<file path="config.mk">
export PLATFORM = sky130hd
export DESIGN_NAME = diff_fm_loader_flat
export DESIGN_NICKNAME = d
export VERILOG_FILES = /design/src/rtl/diff_fm_loader_if.sv /design/src/rtl/diff_fm_loader.sv /design/src/flat_wrapper.sv
export SDC_FILE = /design/constraint.sdc
export NUM_CORES = 1
export LEC_CHECK = 0
export ABC_AREA = 1
export BUFFER_PORTS_ARGS = -buffer_cell sky130_fd_sc_hd__buf_2
export CAP_MARGIN = 0
export CORE_MARGIN = 3
export CORE_UTILIZATION = 32
export CTS_CLUSTER_DIAMETER = 40
export DETAILED_ROUTE_END_ITERATION = 7
export SLEW_MARGIN = 20
export SYNTH_ARGS = -nofsm -noshare
export SYNTH_HDL_FRONTEND = slang
export SYNTH_SLANG_ARGS = --single-unit
</file>
<file path="constraint.sdc">
create_clock -name clk -period 2.08 [get_ports clk]
set_clock_uncertainty 0.2 [all_clocks]
set_input_delay 0.208 -clock clk [delete_from_list [all_inputs] [get_ports clk]]
set_output_delay 0.208 -clock clk [all_outputs]
set_load 0.05 [all_outputs]
</file>
<file path="src/rtl/diff_fm_loader_if.sv">
// Byte-stream bundle feeding the fm/guard loader: one 8-bit feature-map
// stream and one 6-bit guard stream, each with a valid/ready handshake.
interface diff_fm_loader_if;
  logic       s_fm_valid;
  logic       s_fm_ready;
  logic [7:0] s_fm_data;
  logic       s_gd_valid;
  logic       s_gd_ready;
  logic [5:0] s_gd_data;

  // Source side (DMA / host): drives valid and data, observes ready.
  modport master (
    output s_fm_valid, s_fm_data, s_gd_valid, s_gd_data,
    input  s_fm_ready, s_gd_ready
  );

  // Sink side (loader): observes valid and data, drives ready.
  modport slave (
    input  s_fm_valid, s_fm_data, s_gd_valid, s_gd_data,
    output s_fm_ready, s_gd_ready
  );
endinterface

</file>
<file path="src/rtl/diff_fm_loader.sv">
// Frame loader for the core's per-column fm and guard buffers.
// A frame first streams fm bytes, then guard words; each stream is spread
// round-robin over PE_COL columns (column first, then address), and every
// accepted beat becomes a registered one-hot write on the next cycle.
module diff_fm_loader #(
  parameter  int PE_COL   = 4,
  parameter  int FM_DEPTH = 1024,
  parameter  int GD_DEPTH = 256,
  localparam int FM_AW    = $clog2(FM_DEPTH),
  localparam int GD_AW    = $clog2(GD_DEPTH)
) (
  input  logic                      clk,
  input  logic                      rst_n,
  input  logic                      cfg_start,
  input  logic [FM_AW:0]            cfg_fm_words,
  input  logic [GD_AW:0]            cfg_gd_words,
  input  logic                      cfg_ping_pong,
  output logic                      busy,
  output logic                      done,
  diff_fm_loader_if.slave           strm,
  output logic [PE_COL*FM_AW-1:0]   load_fm_wr_addr,
  output logic [PE_COL*8-1:0]       load_fm_din,
  output logic [PE_COL-1:0]         load_fm_wr_en,
  output logic [PE_COL-1:0]         load_fm_ping_pong,
  output logic [PE_COL*GD_AW-1:0]   load_gd_wr_addr,
  output logic [PE_COL*6-1:0]       load_gd_din,
  output logic [PE_COL-1:0]         load_gd_wr_en,
  output logic [PE_COL-1:0]         load_gd_ping_pong
);

  localparam int COL_W  = (PE_COL > 1) ? $clog2(PE_COL) : 1;
  // One address counter serves both phases, so it is as wide as the larger buffer.
  localparam int CNT_AW = (FM_AW > GD_AW) ? FM_AW : GD_AW;

  localparam logic [FM_AW:0]    FM_DEPTH_W = (FM_AW+1)'(FM_DEPTH);
  localparam logic [GD_AW:0]    GD_DEPTH_W = (GD_AW+1)'(GD_DEPTH);
  localparam logic [CNT_AW:0]   CNT_ONE    = (CNT_AW+1)'(1);
  localparam logic [CNT_AW-1:0] ADDR_ONE   = CNT_AW'(1);
  localparam logic [COL_W-1:0]  COL_ONE    = COL_W'(1);
  localparam logic [COL_W-1:0]  COL_LAST   = COL_W'(PE_COL-1);

  typedef enum logic [1:0] {
    S_IDLE    = 2'd0,
    S_LOAD_FM = 2'd1,
    S_LOAD_GD = 2'd2,
    S_DONE    = 2'd3
  } state_t;

  state_t              state_reg;
  state_t              state_next;

  logic [FM_AW:0]      fm_words_reg;
  logic [GD_AW:0]      gd_words_reg;
  logic                bank_reg;
  logic [COL_W-1:0]    col_reg;
  logic [CNT_AW-1:0]   addr_reg;

  logic [FM_AW:0]      fm_words_sat;
  logic [GD_AW:0]      gd_words_sat;
  logic                start_ok;
  logic                fm_ready;
  logic                gd_ready;
  logic                fm_fire;
  logic                gd_fire;
  logic                col_last;
  logic [CNT_AW:0]     fm_end_addr;
  logic [CNT_AW:0]     gd_end_addr;
  logic                fm_last;
  logic                gd_last;

  // Oversized word counts clamp to the buffer depth so addresses never wrap.
  assign fm_words_sat = (cfg_fm_words > FM_DEPTH_W) ? FM_DEPTH_W : cfg_fm_words;
  assign gd_words_sat = (cfg_gd_words > GD_DEPTH_W) ? GD_DEPTH_W : cfg_gd_words;

  // A start is only honoured while idle; pulses during a frame are dropped.
  assign start_ok = cfg_start && (state_reg == S_IDLE);

  assign fm_fire  = strm.s_fm_valid && fm_ready;
  assign gd_fire  = strm.s_gd_valid && gd_ready;
  assign col_last = (col_reg == COL_LAST);

  // Last address of each phase; only meaningful while that phase's count is non-zero.
  assign fm_end_addr = (CNT_AW+1)'(fm_words_reg) - CNT_ONE;
  assign gd_end_addr = (CNT_AW+1)'(gd_words_reg) - CNT_ONE;
  assign fm_last     = fm_fire && col_last && ({1'b0, addr_reg} == fm_end_addr);
  assign gd_last     = gd_fire && col_last && ({1'b0, addr_reg} == gd_end_addr);

  assign strm.s_fm_ready = fm_ready;
  assign strm.s_gd_ready = gd_ready;

  // State register.
  always_ff @(posedge clk or negedge rst_n) begin
    if (!rst_n) begin
      state_reg <= S_IDLE;
    end else begin
      state_reg <= state_next;
    end
  end

  // Next-state decision: skip empty phases straight through to DONE.
  always_comb begin
    state_next = state_reg;
    case (state_reg)
      S_IDLE: begin
        if (start_ok) begin
          if (fm_words_sat != '0) begin
            state_next = S_LOAD_FM;
          end else if (gd_words_sat != '0) begin
            state_next = S_LOAD_GD;
          end else begin
            state_next = S_DONE;
          end
        end
      end
      S_LOAD_FM: begin
        if (fm_last) begin
          state_next = (gd_words_reg != '0) ? S_LOAD_GD : S_DONE;
        end
      end
      S_LOAD_GD: begin
        if (gd_last) begin
          state_next = S_DONE;
        end
      end
      S_DONE: begin
        state_next = S_IDLE;
      end
      default: begin
        state_next = S_IDLE;
      end
    endcase
  end

  // Status and ready are pure decodes of the state register, independent of valid.
  always_comb begin
    fm_ready = 1'b0;
    gd_ready = 1'b0;
    busy     = 1'b0;
    done     = 1'b0;
    case (state_reg)
      S_LOAD_FM: begin
        fm_ready = 1'b1;
        busy     = 1'b1;
      end
      S_LOAD_GD: begin
        gd_ready = 1'b1;
        busy     = 1'b1;
      end
      S_DONE: begin
        busy = 1'b1;
        done = 1'b1;
      end
      default: begin
        fm_ready = 1'b0;
      end
    endcase
  end

  // Frame configuration, captured only on an accepted start.
  always_ff @(posedge clk or negedge rst_n) begin
    if (!rst_n) begin
      fm_words_reg <= '0;
      gd_words_reg <= '0;
      bank_reg     <= 1'b0;
    end else if (start_ok) begin
      fm_words_reg <= fm_words_sat;
      gd_words_reg <= gd_words_sat;
      bank_reg     <= cfg_ping_pong;
    end
  end

  // Column/address walk: column advances every beat, address on column wrap;
  // both restart at zero between phases and while idle.
  always_ff @(posedge clk or negedge rst_n) begin
    if (!rst_n) begin
      col_reg  <= '0;
      addr_reg <= '0;
    end else if (state_reg == S_IDLE) begin
      col_reg  <= '0;
      addr_reg <= '0;
    end else if (fm_fire || gd_fire) begin
      if (fm_last || gd_last) begin
        col_reg  <= '0;
        addr_reg <= '0;
      end else if (col_last) begin
        col_reg  <= '0;
        addr_reg <= addr_reg + ADDR_ONE;
      end else begin
        col_reg  <= col_reg + COL_ONE;
      end
    end
  end

  assign load_fm_ping_pong = {PE_COL{bank_reg}};
  assign load_gd_ping_pong = {PE_COL{bank_reg}};

  genvar gi;
  generate
    for (gi = 0; gi < PE_COL; gi++) begin : g_col
      logic             sel;
      logic             fm_wr_en_reg;
      logic [FM_AW-1:0] fm_addr_reg;
      logic [7:0]       fm_din_reg;
      logic             gd_wr_en_reg;
      logic [GD_AW-1:0] gd_addr_reg;
      logic [5:0]       gd_din_reg;

      assign sel = (col_reg == COL_W'(gi));

      // Per-column write port: strobe for one cycle, address/data hold when idle.
      always_ff @(posedge clk or negedge rst_n) begin
        if (!rst_n) begin
          fm_wr_en_reg <= 1'b0;
          fm_addr_reg  <= '0;
          fm_din_reg   <= '0;
          gd_wr_en_reg <= 1'b0;
          gd_addr_reg  <= '0;
          gd_din_reg   <= '0;
        end else begin
          fm_wr_en_reg <= fm_fire && sel;
          gd_wr_en_reg <= gd_fire && sel;
          if (fm_fire && sel) begin
            fm_addr_reg <= addr_reg[FM_AW-1:0];
            fm_din_reg  <= strm.s_fm_data;
          end
          if (gd_fire && sel) begin
            gd_addr_reg <= addr_reg[GD_AW-1:0];
            gd_din_reg  <= strm.s_gd_data;
          end
        end
      end

      assign load_fm_wr_en[gi]                  = fm_wr_en_reg;
      assign load_fm_wr_addr[gi*FM_AW +: FM_AW] = fm_addr_reg;
      assign load_fm_din[gi*8 +: 8]             = fm_din_reg;
      assign load_gd_wr_en[gi]                  = gd_wr_en_reg;
      assign load_gd_wr_addr[gi*GD_AW +: GD_AW] = gd_addr_reg;
      assign load_gd_din[gi*6 +: 6]             = gd_din_reg;
    end
  endgenerate

endmodule

</file>
<file path="src/flat_wrapper.sv">
// flat-port wrapper written by rule: the top's interface ports become plain ports
module diff_fm_loader_flat 
#(
  parameter  int PE_COL   = 4,
  parameter  int FM_DEPTH = 1024,
  parameter  int GD_DEPTH = 256,
  localparam int FM_AW    = $clog2(FM_DEPTH),
  localparam int GD_AW    = $clog2(GD_DEPTH)
)
  (clk, rst_n, cfg_start, cfg_fm_words, cfg_gd_words, cfg_ping_pong, busy, done, load_fm_wr_addr, load_fm_din, load_fm_wr_en, load_fm_ping_pong, load_gd_wr_addr, load_gd_din, load_gd_wr_en, load_gd_ping_pong, strm_s_fm_valid, strm_s_fm_data, strm_s_gd_valid, strm_s_gd_data, strm_s_fm_ready, strm_s_gd_ready);
  diff_fm_loader_if strm_i ();
  input  logic clk;
  input  logic rst_n;
  input  logic cfg_start;
  input  logic [FM_AW:0] cfg_fm_words;
  input  logic [GD_AW:0] cfg_gd_words;
  input  logic cfg_ping_pong;
  output logic busy;
  output logic done;
  output logic [PE_COL*FM_AW-1:0] load_fm_wr_addr;
  output logic [PE_COL*8-1:0] load_fm_din;
  output logic [PE_COL-1:0] load_fm_wr_en;
  output logic [PE_COL-1:0] load_fm_ping_pong;
  output logic [PE_COL*GD_AW-1:0] load_gd_wr_addr;
  output logic [PE_COL*6-1:0] load_gd_din;
  output logic [PE_COL-1:0] load_gd_wr_en;
  output logic [PE_COL-1:0] load_gd_ping_pong;
  input wire logic [$bits(strm_i.s_fm_valid)-1:0] strm_s_fm_valid;
  input wire logic [$bits(strm_i.s_fm_data)-1:0] strm_s_fm_data;
  input wire logic [$bits(strm_i.s_gd_valid)-1:0] strm_s_gd_valid;
  input wire logic [$bits(strm_i.s_gd_data)-1:0] strm_s_gd_data;
  output wire logic [$bits(strm_i.s_fm_ready)-1:0] strm_s_fm_ready;
  output wire logic [$bits(strm_i.s_gd_ready)-1:0] strm_s_gd_ready;
  assign strm_i.s_fm_valid = strm_s_fm_valid;
  assign strm_i.s_fm_data = strm_s_fm_data;
  assign strm_i.s_gd_valid = strm_s_gd_valid;
  assign strm_i.s_gd_data = strm_s_gd_data;
  assign strm_s_fm_ready = strm_i.s_fm_ready;
  assign strm_s_gd_ready = strm_i.s_gd_ready;
  diff_fm_loader #(.PE_COL(PE_COL), .FM_DEPTH(FM_DEPTH), .GD_DEPTH(GD_DEPTH)) u_core (.clk(clk), .rst_n(rst_n), .cfg_start(cfg_start), .cfg_fm_words(cfg_fm_words), .cfg_gd_words(cfg_gd_words), .cfg_ping_pong(cfg_ping_pong), .busy(busy), .done(done), .strm(strm_i), .load_fm_wr_addr(load_fm_wr_addr), .load_fm_din(load_fm_din), .load_fm_wr_en(load_fm_wr_en), .load_fm_ping_pong(load_fm_ping_pong), .load_gd_wr_addr(load_gd_wr_addr), .load_gd_din(load_gd_din), .load_gd_wr_en(load_gd_wr_en), .load_gd_ping_pong(load_gd_ping_pong));
endmodule
</file>
==> run metrics <==
outcome=complete, but fails checks; failing checks=negative setup slack; Placement Setup Slack=-0.02272 ns; initial antenna violation count=0; DIE WIDTH=about 160 um; register area=around 4300 um^2; most area-hungry cell type in the Yosys netlist=dfrtp_1; Clk Latency, worst-skew pair=between 0.4 and 0.5 ns; Worst Reg2Reg Path Length in Cells=8; CTS clk-pin slew, worst paths=0.07 ns; routed wire length=roughly 23000 um; Worst setup SP type=flop; area taken by multi-input logic gates=~3000 um^2; met2 wire len=around 11000 um; Lkg Pwr=0.005446 uW; Int Power=between 8000 and 9000 uW; Post-Syn Area=around 7600 um^2; R2R Setup Slk=-0.05 ns; fill count=around 2200; clk root buf=clkbuf_16; Final #Nets=between 1000 and 1500; main area contributors after synthesis=dfrtp_1 (56%), nand2_1 (12%), o21ai_0 (10%); Routed wire per std cell=between 15 and 20 um; Post-Syn Nets=about 930; CP Data Required Time=around 2.2 ns; Worst Max-Slew Pin Slew=approximately 0.76 ns; top routing layer used=met4; WHS Path Cells=4; drt via density=between 4 and 5; CTS Buffer Depth=2; vias post-DR=6846; vias in the first global route=6733; Period Utilization, post-route=102.5%; Net Switching=about 7800 uW; CORE AREA=~23000 um^2; sw frac=about half; RSZ-0062 raised after global routing=true; DRT Pass-1 Iters=5; CTS buffer count=17; layout cells sized above 1=32.03%; global route overflow=0; PD cells=around 1600 nW/um^2; critical path class=reg2reg; Area Growth Syn to Fin=37.09%; Slew Viols, Final=0; met3 routed WL=~1100 um; final hold violation count=0; Slew Limit Headroom=about half; sequential area share after synthesis=between 50 and 60%; Die Span Y=between 150 and 200 um; Placer Congestion=approximately 0.91; Max Fclk=0.4689 GHz; # IOs=around 190; Critical R2R Launch=u_core.state_reg[0]; ant diodes=0; CP max FO=11; largest net degree at the start of global routing=between 60 and 70; max reg flops=40; row count=55; drt drc=0; crit end category=flop; DPL Wire Length=about 16000 um; final core occ=~45%; DP Area=~9000 um^2; clock share of power=around 20%; area share of the largest cell type after synthesis=56.00%; Syn Inst Count=883; CTS tree=yes; Comb power frac=49.8%; M1 WL=slightly above 10000 um; die area=~26000 um^2; CTS sink cnt=approximately 170; count of state elements after synthesis=about 170; detailed router's first-iteration violation count=~470; r2r endpoint=u_core.addr_reg[3]; fin area=10480 um^2; library cells used by synthesis=35; Worst Hold Endpoint=u_core.g_col[0].gd_wr_en_reg; global-route wire length before repair=36890 um; Syn. warnings=0; Max Cap Viol=0; Avg Cell Area, Syn=between 8 and 9 um^2; sequential share of power=29.7%; GRT Total Usage=18.09%; Initial Utilization=around a third; setup_tns=-0.2042 ns; setup ws final=-0.05278 ns; H-tree Lvls=4; # setup viols final=8; IO Port Bufs=187; Worst Path Arrival=~2.2 ns; fin crit period=roughly 2.1 ns; DRT antenna net count=0; Max IR drop VDD=~560 uV; Worst Hold Launch=strm_s_gd_valid; HP Class=in2reg
## layout make-up
| type | instances | area share (%) |
|---|---|---|
| Clock buffer | 18 | 4.193 |
| Clock inverter | 14 | 1.660 |
| Inverter | 94 | 3.368 |
| Multi-Input combinational cell | 567 | 28.45 |
| Sequential cell | 171 | 40.90 |
| Tap cell | 313 | 3.739 |
| Timing Repair Buffer | 288 | 17.69 |
## what timing repair did
action                     4_1_cts  5_1_grt
hold endpoints to repair       256        0
pin swaps                        5       24
resized for setup               17       55
setup endpoints to repair       12       14
buffers inserted                 2        3
cloned                           0        1
hold buffers                    42        0
## power by group through the flow
stage / Combinational [uW] / Sequential (uW) / Clock [uW]
finish: 8090 / 4830 / 3340
global placement: 7310 / 4830 / 0
global route: 8800 / 4960 / 3570
detailed placement: 7380 / 4840 / 0
floorplan: 3540 / 6840 / 0
CTS: 7660 / 4790 / 3430
## cell usage in the layout, fill, tap and decap left out, types with 4 or more instances in the layout
| cell type | n |
|---|---|
| dfrtp_2 | 4 |
| ha_4 | 4 |
| nand2_1 | 218 |
| nor3_1 | 11 |
| dfrtp_1 | 167 |
| nand2_2 | 24 |
| inv_8 | 4 |
| nor2_2 | 15 |
| xor2_1 | 8 |
| nand4_1 | 8 |
| buf_2 | 185 |
| inv_1 | 69 |
| nand3_2 | 5 |
| nor2_1 | 30 |
| a21oi_1 | 4 |
| o21ai_2 | 5 |
| xnor2_1 | 6 |
| nand3_1 | 40 |
| buf_4 | 55 |
| inv_2 | 17 |
| inv_6 | 4 |
| ha_1 | 7 |
| dlygate4sd3_1 | 42 |
| nand2_4 | 4 |
| clkinv_1 | 8 |
| clkbuf_16 | 17 |
| o21ai_1 | 5 |
| o21ai_0 | 150 |
## worst max-delay path by stage
stage / start / end / slack [ns] / depth (start not counted)
2_1_floorplan: u_core.state_reg[0] / u_core.addr_reg[1] / -0.001 / 14
5_1_grt: u_core.gd_words_reg[0] / u_core.state_reg[1] / -0.19 / 14
3_5_place_dp: u_core.gd_words_reg[0] / u_core.addr_reg[2] / -0.02 / 12
6_report: u_core.state_reg[0] / u_core.addr_reg[3] / -0.05 / 8
4_1_cts: u_core.state_reg[0] / u_core.addr_reg[4] / -0.004 / 8
3_3_place_gp: u_core.fm_words_reg[0] / u_core.addr_reg[7] / 0.003 / 13
## cell usage after synthesis
cell / number
nand3_2: 1
nor2_2: 9
o22ai_1: 3
dfrtp_1: 171
nand2_1: 241
nor2_4: 1
nand4_1: 8
o21ai_0: 153
nand3_1: 45
nand2_2: 4
or2_0: 1
o41ai_1: 5
clkinv_1: 8
nand2_4: 1
nand3b_1: 2
inv_1: 85
o21ai_2: 4
nor3_1: 11
clkbuf_2: 1
buf_4: 16
xor2_1: 9
nor4_1: 1
buf_2: 5
a21oi_1: 4
nor2_1: 38
ha_1: 11
o21ai_1: 3
nand4_4: 1
clkbuf_1: 29
buf_6: 1
or2_2: 1
a21oi_2: 2
o211ai_1: 1
xnor2_1: 6
inv_2: 1
## worst max-delay path: stages (launching register included)
cell	delay (ns)
dfrtp_2	0.45
inv_2	0.10
ha_4	0.15
nand2_4	0.06
buf_4	0.16
nand3_2	0.26
inv_1	0.19
o41ai_1	0.36
a21oi_1	0.07
## per-layer routing
metal	GRT usage, %	vias up
met3	3.302	44
met2	30.69	194
met4	6.114	0
met1	23.33	3273
li1	-	3335
met5	0	-
## logic make-up (layout without fill, tap and decap cells)
group,Yosys count,count (layout),share of synthesized area [%]
AOI/OAI and AO/OA,175,175,12.08
xor gates and xnor gates,15,15,1.719
adders and majority gates,11,11,1.801
buffers and inverters,146,414,8.154
DFF,171,171,56.00
and+or+nand+nor,365,366,20.24
## metrics by stage
stage	hold slack [ns]	std cells	power [uW]
after floorplan	-0.2876	883	10380
after global placement	-0.1253	1385	12140
after detailed placement	-0.1282	1385	12220
after CTS	0.004667	1461	15880
after global routing	0.02235	1465	17330
final	0.02572	1465	16260
No activity file was read; power rests on OpenSTA's default activity.
